**src/rtl/mem_arbiter_if.sv**
```systemverilog
// ---------------------------------------------------------------------------
// mem_arbiter_if
//   Bundles the three requester handshakes (IF, LD, ST), the shared read-result
//   bus and the memory-controller request port used by mem_arbiter.
//   Modports:
//     master : arbiter view. It takes requests and controller completions and
//              drives the done pulses, rd_data and the mc_* request.
//     slave  : environment view (front ends + memory controller), the mirror
//              image of master.
//   Signals:
//     if_valid/if_addr/if_done           instruction-fetch requester
//     ld_valid/ld_addr/ld_done           data-load requester
//     st_valid/st_addr/st_data/st_done   data-store requester
//     rd_data                            result of the last read transaction
//     mc_valid/mc_addr/mc_wdata/mc_wr    request to the memory controller
//     mc_ready/mc_res                    completion and read data from controller
// ---------------------------------------------------------------------------
interface mem_arbiter_if;
   localparam int unsigned AW = 32;
   localparam int unsigned DW = 32;

   logic          if_valid;
   logic [AW-1:0] if_addr;
   logic          if_done;

   logic          ld_valid;
   logic [AW-1:0] ld_addr;
   logic          ld_done;

   logic          st_valid;
   logic [AW-1:0] st_addr;
   logic [DW-1:0] st_data;
   logic          st_done;

   logic [DW-1:0] rd_data;

   logic          mc_valid;
   logic [AW-1:0] mc_addr;
   logic [DW-1:0] mc_wdata;
   logic          mc_wr;
   logic          mc_ready;
   logic [DW-1:0] mc_res;

   modport master (
      input  if_valid, if_addr,
      input  ld_valid, ld_addr,
      input  st_valid, st_addr, st_data,
      input  mc_ready, mc_res,
      output if_done, ld_done, st_done,
      output rd_data,
      output mc_valid, mc_addr, mc_wdata, mc_wr
   );

   modport slave (
      output if_valid, if_addr,
      output ld_valid, ld_addr,
      output st_valid, st_addr, st_data,
      output mc_ready, mc_res,
      input  if_done, ld_done, st_done,
      input  rd_data,
      input  mc_valid, mc_addr, mc_wdata, mc_wr
   );
endinterface

```
**src/rtl/mem_arbiter.sv**
```systemverilog
// ---------------------------------------------------------------------------
// mem_arbiter
//   Shares the single word-wide memory-controller request port between
//   instruction fetch (IF), data load (LD) and data store (ST).
//   Data ports have priority over IF and alternate between LD and ST. A
//   starvation counter forces an IF grant after STARVE_LIMIT consecutive data
//   grants while IF was waiting. Only one transaction is in flight; its
//   address and data are latched at grant.
//   Ports:
//     clk_in    system clock
//     rst_n_in  asynchronous active-low reset
//     rdy_in    global ready; low freezes every register
//     flush_in  pipeline flush; blocks a new IF grant and kills an IF in flight
//     bus       mem_arbiter_if.master (requesters, rd_data, controller port)
//   Every output is driven straight from a register.
// ---------------------------------------------------------------------------
module mem_arbiter #(
   parameter int unsigned STARVE_LIMIT = 4
) (
   input  logic           clk_in,
   input  logic           rst_n_in,
   input  logic           rdy_in,
   input  logic           flush_in,
   mem_arbiter_if.master  bus
);

   localparam int unsigned AW = 32;
   localparam int unsigned DW = 32;
   localparam int unsigned CW = 4;

   typedef enum logic [1:0] {
      S_IDLE = 2'd0,
      S_BUSY = 2'd1,
      S_RESP = 2'd2
   } state_t;

   typedef enum logic [1:0] {
      OWN_IF = 2'd0,
      OWN_LD = 2'd1,
      OWN_ST = 2'd2
   } owner_t;

   state_t        state_q,      state_d;
   owner_t        owner_q,      owner_d;
   logic          kill_q,       kill_d;
   logic          last_st_q,    last_st_d;
   logic [CW-1:0] starve_cnt_q, starve_cnt_d;

   logic          mc_valid_q,   mc_valid_d;
   logic [AW-1:0] mc_addr_q,    mc_addr_d;
   logic [DW-1:0] mc_wdata_q,   mc_wdata_d;
   logic          mc_wr_q,      mc_wr_d;
   logic [DW-1:0] rd_data_q,    rd_data_d;
   logic          if_done_q,    if_done_d;
   logic          ld_done_q,    ld_done_d;
   logic          st_done_q,    st_done_d;

   logic          if_req_c;
   logic          starved_c;
   logic          gnt_if_c;
   logic          gnt_ld_c;
   logic          gnt_st_c;
   logic          gnt_any_c;

   // Arbitration over this cycle's requests (only acted on in IDLE).
   always_comb begin
      gnt_if_c  = 1'b0;
      gnt_ld_c  = 1'b0;
      gnt_st_c  = 1'b0;
      // A fetch that is being flushed this very cycle is already stale.
      if_req_c  = bus.if_valid && !flush_in;
      starved_c = (starve_cnt_q == CW'(STARVE_LIMIT));

      if (if_req_c && starved_c) begin
         gnt_if_c = 1'b1;
      end else if (bus.ld_valid && bus.st_valid) begin
         // Both data ports waiting: serve the one that did not go last.
         gnt_ld_c = last_st_q;
         gnt_st_c = !last_st_q;
      end else if (bus.ld_valid) begin
         gnt_ld_c = 1'b1;
      end else if (bus.st_valid) begin
         gnt_st_c = 1'b1;
      end else if (if_req_c) begin
         gnt_if_c = 1'b1;
      end
      gnt_any_c = gnt_if_c || gnt_ld_c || gnt_st_c;
   end

   // Next-state and registered-output logic.
   always_comb begin
      state_d      = state_q;
      owner_d      = owner_q;
      kill_d       = kill_q;
      last_st_d    = last_st_q;
      starve_cnt_d = starve_cnt_q;
      mc_valid_d   = mc_valid_q;
      mc_addr_d    = mc_addr_q;
      mc_wdata_d   = mc_wdata_q;
      mc_wr_d      = mc_wr_q;
      rd_data_d    = rd_data_q;
      if_done_d    = if_done_q;
      ld_done_d    = ld_done_q;
      st_done_d    = st_done_q;

      // With rdy_in low everything simply holds its value.
      if (rdy_in) begin
         unique case (state_q)
            S_IDLE: begin
               if (!bus.if_valid || gnt_if_c) begin
                  starve_cnt_d = '0;
               end else if ((gnt_ld_c || gnt_st_c) && !starved_c) begin
                  starve_cnt_d = starve_cnt_q + CW'(1);
               end

               if (gnt_any_c) begin
                  state_d    = S_BUSY;
                  mc_valid_d = 1'b1;
                  mc_wr_d    = gnt_st_c;
                  mc_wdata_d = gnt_st_c ? bus.st_data : '0;
                  if (gnt_if_c) begin
                     owner_d   = OWN_IF;
                     mc_addr_d = bus.if_addr;
                  end else if (gnt_ld_c) begin
                     owner_d   = OWN_LD;
                     mc_addr_d = bus.ld_addr;
                     last_st_d = 1'b0;
                  end else begin
                     owner_d   = OWN_ST;
                     mc_addr_d = bus.st_addr;
                     last_st_d = 1'b1;
                  end
               end
            end

            S_BUSY: begin
               if (flush_in && owner_q == OWN_IF) begin
                  kill_d = 1'b1;
               end
               // The controller cannot abort, so a killed fetch still
               // completes and still updates rd_data; only if_done is lost.
               if (bus.mc_ready) begin
                  state_d    = S_RESP;
                  mc_valid_d = 1'b0;
                  if (!mc_wr_q) begin
                     rd_data_d = bus.mc_res;
                  end
                  unique case (owner_q)
                     OWN_IF:  if_done_d = !(kill_q || flush_in);
                     OWN_LD:  ld_done_d = 1'b1;
                     OWN_ST:  st_done_d = 1'b1;
                     default: ;
                  endcase
               end
            end

            S_RESP: begin
               state_d   = S_IDLE;
               kill_d    = 1'b0;
               if_done_d = 1'b0;
               ld_done_d = 1'b0;
               st_done_d = 1'b0;
            end

            default: begin
               state_d    = S_IDLE;
               kill_d     = 1'b0;
               mc_valid_d = 1'b0;
               if_done_d  = 1'b0;
               ld_done_d  = 1'b0;
               st_done_d  = 1'b0;
            end
         endcase
      end
   end

   // State register.
   always_ff @(posedge clk_in or negedge rst_n_in) begin
      if (!rst_n_in) begin
         state_q      <= S_IDLE;
         owner_q      <= OWN_IF;
         kill_q       <= 1'b0;
         last_st_q    <= 1'b1;
         starve_cnt_q <= '0;
         mc_valid_q   <= 1'b0;
         mc_addr_q    <= '0;
         mc_wdata_q   <= '0;
         mc_wr_q      <= 1'b0;
         rd_data_q    <= '0;
         if_done_q    <= 1'b0;
         ld_done_q    <= 1'b0;
         st_done_q    <= 1'b0;
      end else begin
         state_q      <= state_d;
         owner_q      <= owner_d;
         kill_q       <= kill_d;
         last_st_q    <= last_st_d;
         starve_cnt_q <= starve_cnt_d;
         mc_valid_q   <= mc_valid_d;
         mc_addr_q    <= mc_addr_d;
         mc_wdata_q   <= mc_wdata_d;
         mc_wr_q      <= mc_wr_d;
         rd_data_q    <= rd_data_d;
         if_done_q    <= if_done_d;
         ld_done_q    <= ld_done_d;
         st_done_q    <= st_done_d;
      end
   end

   assign bus.mc_valid = mc_valid_q;
   assign bus.mc_addr  = mc_addr_q;
   assign bus.mc_wdata = mc_wdata_q;
   assign bus.mc_wr    = mc_wr_q;
   assign bus.rd_data  = rd_data_q;
   assign bus.if_done  = if_done_q;
   assign bus.ld_done  = ld_done_q;
   assign bus.st_done  = st_done_q;

   // Structural invariants of the handshake.
   a_done_onehot: assert property (@(posedge clk_in) disable iff (!rst_n_in)
      $onehot0({if_done_q, ld_done_q, st_done_q}));
   a_valid_busy: assert property (@(posedge clk_in) disable iff (!rst_n_in)
      mc_valid_q |-> (state_q == S_BUSY));

endmodule

```
**src/flat_wrapper.sv**
```systemverilog
// flat-port wrapper written by rule: the top's interface ports become plain ports
module mem_arbiter_flat 
#(
   parameter int unsigned STARVE_LIMIT = 4
)
  (clk_in, rst_n_in, rdy_in, flush_in, bus_if_valid, bus_if_addr, bus_ld_valid, bus_ld_addr, bus_st_valid, bus_st_addr, bus_st_data, bus_mc_ready, bus_mc_res, bus_if_done, bus_ld_done, bus_st_done, bus_rd_data, bus_mc_valid, bus_mc_addr, bus_mc_wdata, bus_mc_wr);
  mem_arbiter_if bus_i ();
  input  logic clk_in;
  input  logic rst_n_in;
  input  logic rdy_in;
  input  logic flush_in;
  input wire logic [$bits(bus_i.if_valid)-1:0] bus_if_valid;
  input wire logic [$bits(bus_i.if_addr)-1:0] bus_if_addr;
  input wire logic [$bits(bus_i.ld_valid)-1:0] bus_ld_valid;
  input wire logic [$bits(bus_i.ld_addr)-1:0] bus_ld_addr;
  input wire logic [$bits(bus_i.st_valid)-1:0] bus_st_valid;
  input wire logic [$bits(bus_i.st_addr)-1:0] bus_st_addr;
  input wire logic [$bits(bus_i.st_data)-1:0] bus_st_data;
  input wire logic [$bits(bus_i.mc_ready)-1:0] bus_mc_ready;
  input wire logic [$bits(bus_i.mc_res)-1:0] bus_mc_res;
  output wire logic [$bits(bus_i.if_done)-1:0] bus_if_done;
  output wire logic [$bits(bus_i.ld_done)-1:0] bus_ld_done;
  output wire logic [$bits(bus_i.st_done)-1:0] bus_st_done;
  output wire logic [$bits(bus_i.rd_data)-1:0] bus_rd_data;
  output wire logic [$bits(bus_i.mc_valid)-1:0] bus_mc_valid;
  output wire logic [$bits(bus_i.mc_addr)-1:0] bus_mc_addr;
  output wire logic [$bits(bus_i.mc_wdata)-1:0] bus_mc_wdata;
  output wire logic [$bits(bus_i.mc_wr)-1:0] bus_mc_wr;
  assign bus_i.if_valid = bus_if_valid;
  assign bus_i.if_addr = bus_if_addr;
  assign bus_i.ld_valid = bus_ld_valid;
  assign bus_i.ld_addr = bus_ld_addr;
  assign bus_i.st_valid = bus_st_valid;
  assign bus_i.st_addr = bus_st_addr;
  assign bus_i.st_data = bus_st_data;
  assign bus_i.mc_ready = bus_mc_ready;
  assign bus_i.mc_res = bus_mc_res;
  assign bus_if_done = bus_i.if_done;
  assign bus_ld_done = bus_i.ld_done;
  assign bus_st_done = bus_i.st_done;
  assign bus_rd_data = bus_i.rd_data;
  assign bus_mc_valid = bus_i.mc_valid;
  assign bus_mc_addr = bus_i.mc_addr;
  assign bus_mc_wdata = bus_i.mc_wdata;
  assign bus_mc_wr = bus_i.mc_wr;
  mem_arbiter #(.STARVE_LIMIT(STARVE_LIMIT)) u_core (.clk_in(clk_in), .rst_n_in(rst_n_in), .rdy_in(rdy_in), .flush_in(flush_in), .bus(bus_i));
endmodule
```
**config.mk**
```make
export PLATFORM = sky130hd
export DESIGN_NAME = mem_arbiter_flat
export DESIGN_NICKNAME = d
export VERILOG_FILES = /design/src/rtl/mem_arbiter_if.sv /design/src/rtl/mem_arbiter.sv /design/src/flat_wrapper.sv
export SDC_FILE = /design/constraint.sdc
export NUM_CORES = 1
export LEC_CHECK = 0
export CAP_MARGIN = 5
export CORE_UTILIZATION = 40
export DETAILED_ROUTE_END_ITERATION = 7
export PLACE_DENSITY = 0.88
export SLEW_MARGIN = 10
export SYNTH_ARGS = -nofsm -noshare
export SYNTH_HDL_FRONTEND = slang
export SYNTH_SLANG_ARGS = --single-unit
```
**constraint.sdc**
```tcl
create_clock -name clk_in -period 2 [get_ports clk_in]
set_input_delay 0.4 -clock clk_in [delete_from_list [all_inputs] [get_ports clk_in]]
set_output_delay 0.4 -clock clk_in [all_outputs]
set_load 0.1 [all_outputs]
```
Word-level counts from Yosys, hierarchy flattened
Index checks and enable logic that the tools add are counted.
- reduce and logical (&&, ||, !) cells: 28
- mux-type cells: 37
- add/sub/neg operators: 1
- bitwise gates (word level): 4
- equality and inequality tests: 11
- operator list (operator ; count):
    2-to-1 mux 32 bit ; 3
    AND reduction 4 bit ; 6
    2-to-1 mux 1 bit ; 22
    AND reduction 3 bit ; 4
    2-to-1 mux 2 bit ; 4
    2-to-1 mux 4 bit ; 2
    != test 2 x 1 -> 1 bit (second input constant) ; 4
    case mux 1 bit (2 select lines) ; 4
    logical AND 1 bit ; 5
    logical NOT 1 bit ; 5
    logical OR 1 bit ; 5
    adder 4 x 1 -> 4 bit (second input constant) ; 1
    equality test 2 x 1 -> 1 bit (second input constant) ; 2
    equality test 2 bit (second input constant) ; 2
    equality test 4 x 3 -> 1 bit (second input constant) ; 1
    logical NOT 2 bit ; 2
    != test 2 bit (second input constant) ; 2
    NOT 1 bit ; 4
    case mux 2 bit (2 select lines) ; 1
    case mux 1 bit (3 select lines) ; 1
    nonzero test 2 bit ; 1
- logic and storage cells: 94
- output and inout port bits: 101
- bits in registers: 111
- input bits: 168

Logic depth before layout (Yosys ltp)
- word-level depth: 11
- gate-level depth with buffers: 8
- depth with buffers taken out: 6

Worst setup path before layout
Ideal clock, no wire load.
- path kind: register to register
- start: register u_core.mc_wr_q (netlist: u_core.bus.mc_wr)
- end: register u_core.rd_data_q[0] (netlist: u_core.bus.rd_data[0])
- stages on the path, launching flop included: 5
- data arrival time: 1843 ps
- path buffers: 2
- setup slack: 31 ps
- cells stage by stage: dfrtp_1 or3_1 clkbuf_1 buf_2 mux2_2
- longest elaborated chain between the ends: 2
- ends and longest elaborated chain (element ; line ; RTL):
    start: declaration ; mem_arbiter.sv:52 ; logic mc_wr_q, mc_wr_d;
    start signal: assignment ; mem_arbiter.sv:202 ; mc_wr_q <= mc_wr_d;
    NOT 1 bit (no source line) ; n/a ;
    AND reduction 4 bit (no source line) ; n/a ;
    end signal: assignment ; mem_arbiter.sv:203 ; rd_data_q <= rd_data_d;
    end: declaration ; mem_arbiter.sv:53 ; logic [DW-1:0] rd_data_q, rd_data_d;
No other way between the ends.
A chain may end at the register's enable or synchronous reset.

Worst setup path in the final report
- start: input rdy_in
- end: register u_core.mc_addr_q[24] (netlist: u_core.bus.mc_addr[24])
- longest elaborated chain between the ends: 1
- ends and longest elaborated chain (element ; line ; RTL):
    start: declaration ; flat_wrapper.sv:10 ; input logic rdy_in;
    AND reduction 3 bit (no source line) ; n/a ;
    end signal: assignment ; mem_arbiter.sv:200 ; mc_addr_q <= mc_addr_d;
    end: declaration ; mem_arbiter.sv:50 ; logic [AW-1:0] mc_addr_q, mc_addr_d;
No other way between the ends.

==> flow_summary.json <==
{
  "clkTransAtPathRegs_ps": 80,
  "clock.fmax_mhz": 532,
  "syn-num-nets": 557,
  "drc_errors": 0,
  "start_kind": "input pin",
  "route.vias.total": 4420,
  "violations": "negative hold slack",
  "synth_warnings": 0,
  "grt_pass1_wl_mm": 23.5,
  "tns_ps": 0,
  "cts_max_level": 3,
  "wirelength_mm": 15.1,
  "grt_usage_pct": 23.1,
  "final_hold_viol_count": 6,
  "crit_family": "buffers and inverters",
  "reg2reg_from": "u_core.starve_cnt_q[0]",
  "rows": 40,
  "crit_buf_inv": 2,
  "hold_buffers": 0,
  "hp-class": "input pin to async pin",
  "nNetsFinal": 843,
  "syn_area_mm2": 0.00506,
  "drtPass1Iterations": 4,
  "grt_max_degree": 35,
  "critical_path.cell_chain": "clkdlybuf4s50_1, or3b_1, a211oi_4, buf_12, a22oi_2, o21ai_1",
  "first_iter_violations": 214,
  "synthArstFlopShare_pct": 100,
  "die_area_mm2": 0.0131,
  "cts-root-buf": "clkbuf_16",
  "viasPerCell": 5.22,
  "ant_nets": 0,
  "syn2layout_area_growth_pct": 63.0,
  "clock-sinks": 111,
  "finalNonFillerCells": 846,
  "io_pins": 269,
  "post_cts_buffers": 0,
  "slew_violations": 0,
  "max-slew-margin-rel_pct": 68.1,
  "cp.arrival_ps": 2140,
  "post_drt_wl_per_cell_um": 17.8,
  "clk_path_buf_depth": 2,
  "syn_area_per_cell_um2": 13.1,
  "clock_latency_ps": 340,
  "max_stage_delay_ps": 540,
  "crit_type": "input pin to register",
  "tritoncts": "yes",
  "ys_types": 45,
  "post_cts_resized": 0,
  "antenna_found_initial": 0,
  "status": "finished, violations left",
  "finalSetupViolations": 0,
  "ys_ff_latch": 111,
  "dpl.hpwl_mm": 11.7,
  "worst_slack_ps": 119,
  "critical_path.startpoint": "rdy_in",
  "drive_gt1_share_pct": 31.6,
  "core_area_mm2": 0.0122,
  "crit_path_max_fanout": 20,
  "antenna_cells": 0,
  "dp_cells": 830,
  "synth_ff_type": "dfrtp_1",
  "die_y_um": 115,
  "crit_path_end_kind": "register",
  "crit_required_ps": 2260,
  "cts_buffers": 9,
  "portBuffers": 268,
  "hold_slack_ps": -2.63,
  "drv_cap": 0,
  "fin_skew_ps": 7.62,
  "grt_overflow_total": 0,
  "crit_path_top_delay_cell": "clkdlybuf4s50_1",
  "yosysSeqAreaShare_pct": 54.9,
  "grt_pass1_vias": 4733,
  "fin_crit_ps": 1880,
  "place_congestion": 0.823,
  "synth_edf_count": 0,
  "die_w_um": 115,
  "synth_cells": 387,
  "grt_setup_unrepaired": "no",
  "post-place-ws_ps": -217,
  "start_util_pct": 41.6,
  "post-route-period-util_pct": 94.0,
  "tightest_slew_ps": 478
}
## through the flow
stage          util, %  hold WS [ps]  area [um2]
5_1_grt           67.9          20.9        8250
4_1_cts           67.9          6.81        8250
3_3_place_gp      65.3           371        7950
2_1_floorplan        -           104        5060
6_report          67.9         -2.63        8250
3_5_place_dp      65.3           375        7950
## final cells by class
cell class / instances / area, um2
multi-input combinational: 239 / 2060
timing repair buffer: 306 / 2880
sequential: 111 / 2780
clock buffer: 10 / 229
inverter: 6 / 22.5
clock inverter: 6 / 78.8
tap: 168 / 210
fill: 889 / 3910
## metal layers
| metal | track usage [%] | vias up | share of wire, % |
|---|---|---|---|
| met5 | 0 | - | 0 |
| met4 | 9.44 | 0 | 3.3 |
| met3 | 4.55 | 41 | 6.8 |
| met2 | 42.7 | 210 | 52 |
| met1 | 25.9 | 2139 | 37 |
| li1 | - | 2030 | - |
## synth_stat cells, types with 2 or more instances
| library cell | number | area share (%) |
|---|---|---|
| buf_8 | 3 | 0.89 |
| nor2b_1 | 2 | 0.25 |
| clkbuf_1 | 5 | 0.37 |
| nand2_1 | 9 | 0.67 |
| dfrtp_1 | 110 | 54 |
| a22o_1 | 45 | 7.8 |
| nand3_1 | 5 | 0.49 |
| buf_4 | 5 | 0.74 |
| inv_1 | 6 | 0.44 |
| buf_2 | 13 | 1.3 |
| nor4bb_1 | 2 | 0.40 |
| ha_1 | 2 | 0.49 |
| a21oi_1 | 4 | 0.40 |
| o21a_1 | 14 | 2.1 |
| o21ai_1 | 22 | 2.2 |
| nor3_1 | 2 | 0.20 |
| a21oi_2 | 2 | 0.35 |
| a221o_1 | 12 | 2.4 |
| mux2i_1 | 22 | 4.3 |
| a21o_1 | 3 | 0.44 |
| a31oi_1 | 5 | 0.62 |
| and2_1 | 11 | 1.4 |
| buf_6 | 5 | 1.1 |
| a22oi_2 | 20 | 4.9 |
| mux2_2 | 31 | 6.9 |
| nor2_1 | 3 | 0.22 |
| o21ai_0 | 6 | 0.59 |
## cells in the final DEF, fill, tap and decap left out, types with 4 or more instances in the layout
| cell | instances |
|---|---|
| mux2_2 | 31 |
| a22o_1 | 45 |
| nand2_1 | 9 |
| mux2i_1 | 22 |
| a21oi_1 | 4 |
| o21a_1 | 14 |
| and2_1 | 11 |
| a221o_1 | 12 |
| nand3_1 | 5 |
| inv_1 | 6 |
| clkbuf_16 | 9 |
| a31oi_1 | 5 |
| buf_4 | 127 |
| o21ai_1 | 21 |
| o21ai_0 | 6 |
| buf_12 | 13 |
| clkdlybuf4s50_1 | 166 |
| dfrtp_1 | 110 |
| a22oi_2 | 20 |
## cells by family (layout without fill, tap and decap cells)
| logic type | after synthesis | count (layout) | synth area share [%] |
|---|---|---|---|
| and+or+nand+nor | 43 | 43 | 5.07 |
| adders and majority gates | 2 | 2 | 0.494 |
| muxes | 54 | 54 | 11.5 |
| AOI/OAI and AO/OA | 140 | 140 | 23.3 |
| buffers and inverters | 37 | 328 | 4.84 |
| DFF | 111 | 111 | 54.9 |
## path summary, 6_finish.rpt
kind / end / slack, ps / cells after the start
max in group asynchronous: u_core.last_st_q / 1400 / 2
worst min-delay path: u_core.bus.mc_wdata[10] / -3 / 1
worst max-delay path: u_core.bus.mc_addr[24] / 120 / 6
min in group clk_in: u_core.bus.rd_data[25] / 510 / 1
worst min register to register: u_core.bus.rd_data[25] / 510 / 1
worst max register to register: u_core.bus.mc_addr[24] / 180 / 8
## flip-flops by register name (all words and copies together), names as in the netlist
name and count:
u_core.bus.mc_wr 1, u_core.last_st_q 1, u_core.bus.rd_data 32, u_core.kill_q 1, u_core.starve_cnt_q 4, u_core.bus.st_done 1, u_core.bus.mc_wdata 32, u_core.state_q 2
u_core.bus.mc_addr 32, u_core.bus.if_done 1, u_core.bus.ld_done 1, u_core.bus.mc_valid 1, u_core.owner_q 2
Power is not shown: default switching activity piles up to over one toggle a cycle in this logic, so the estimate is an artifact.
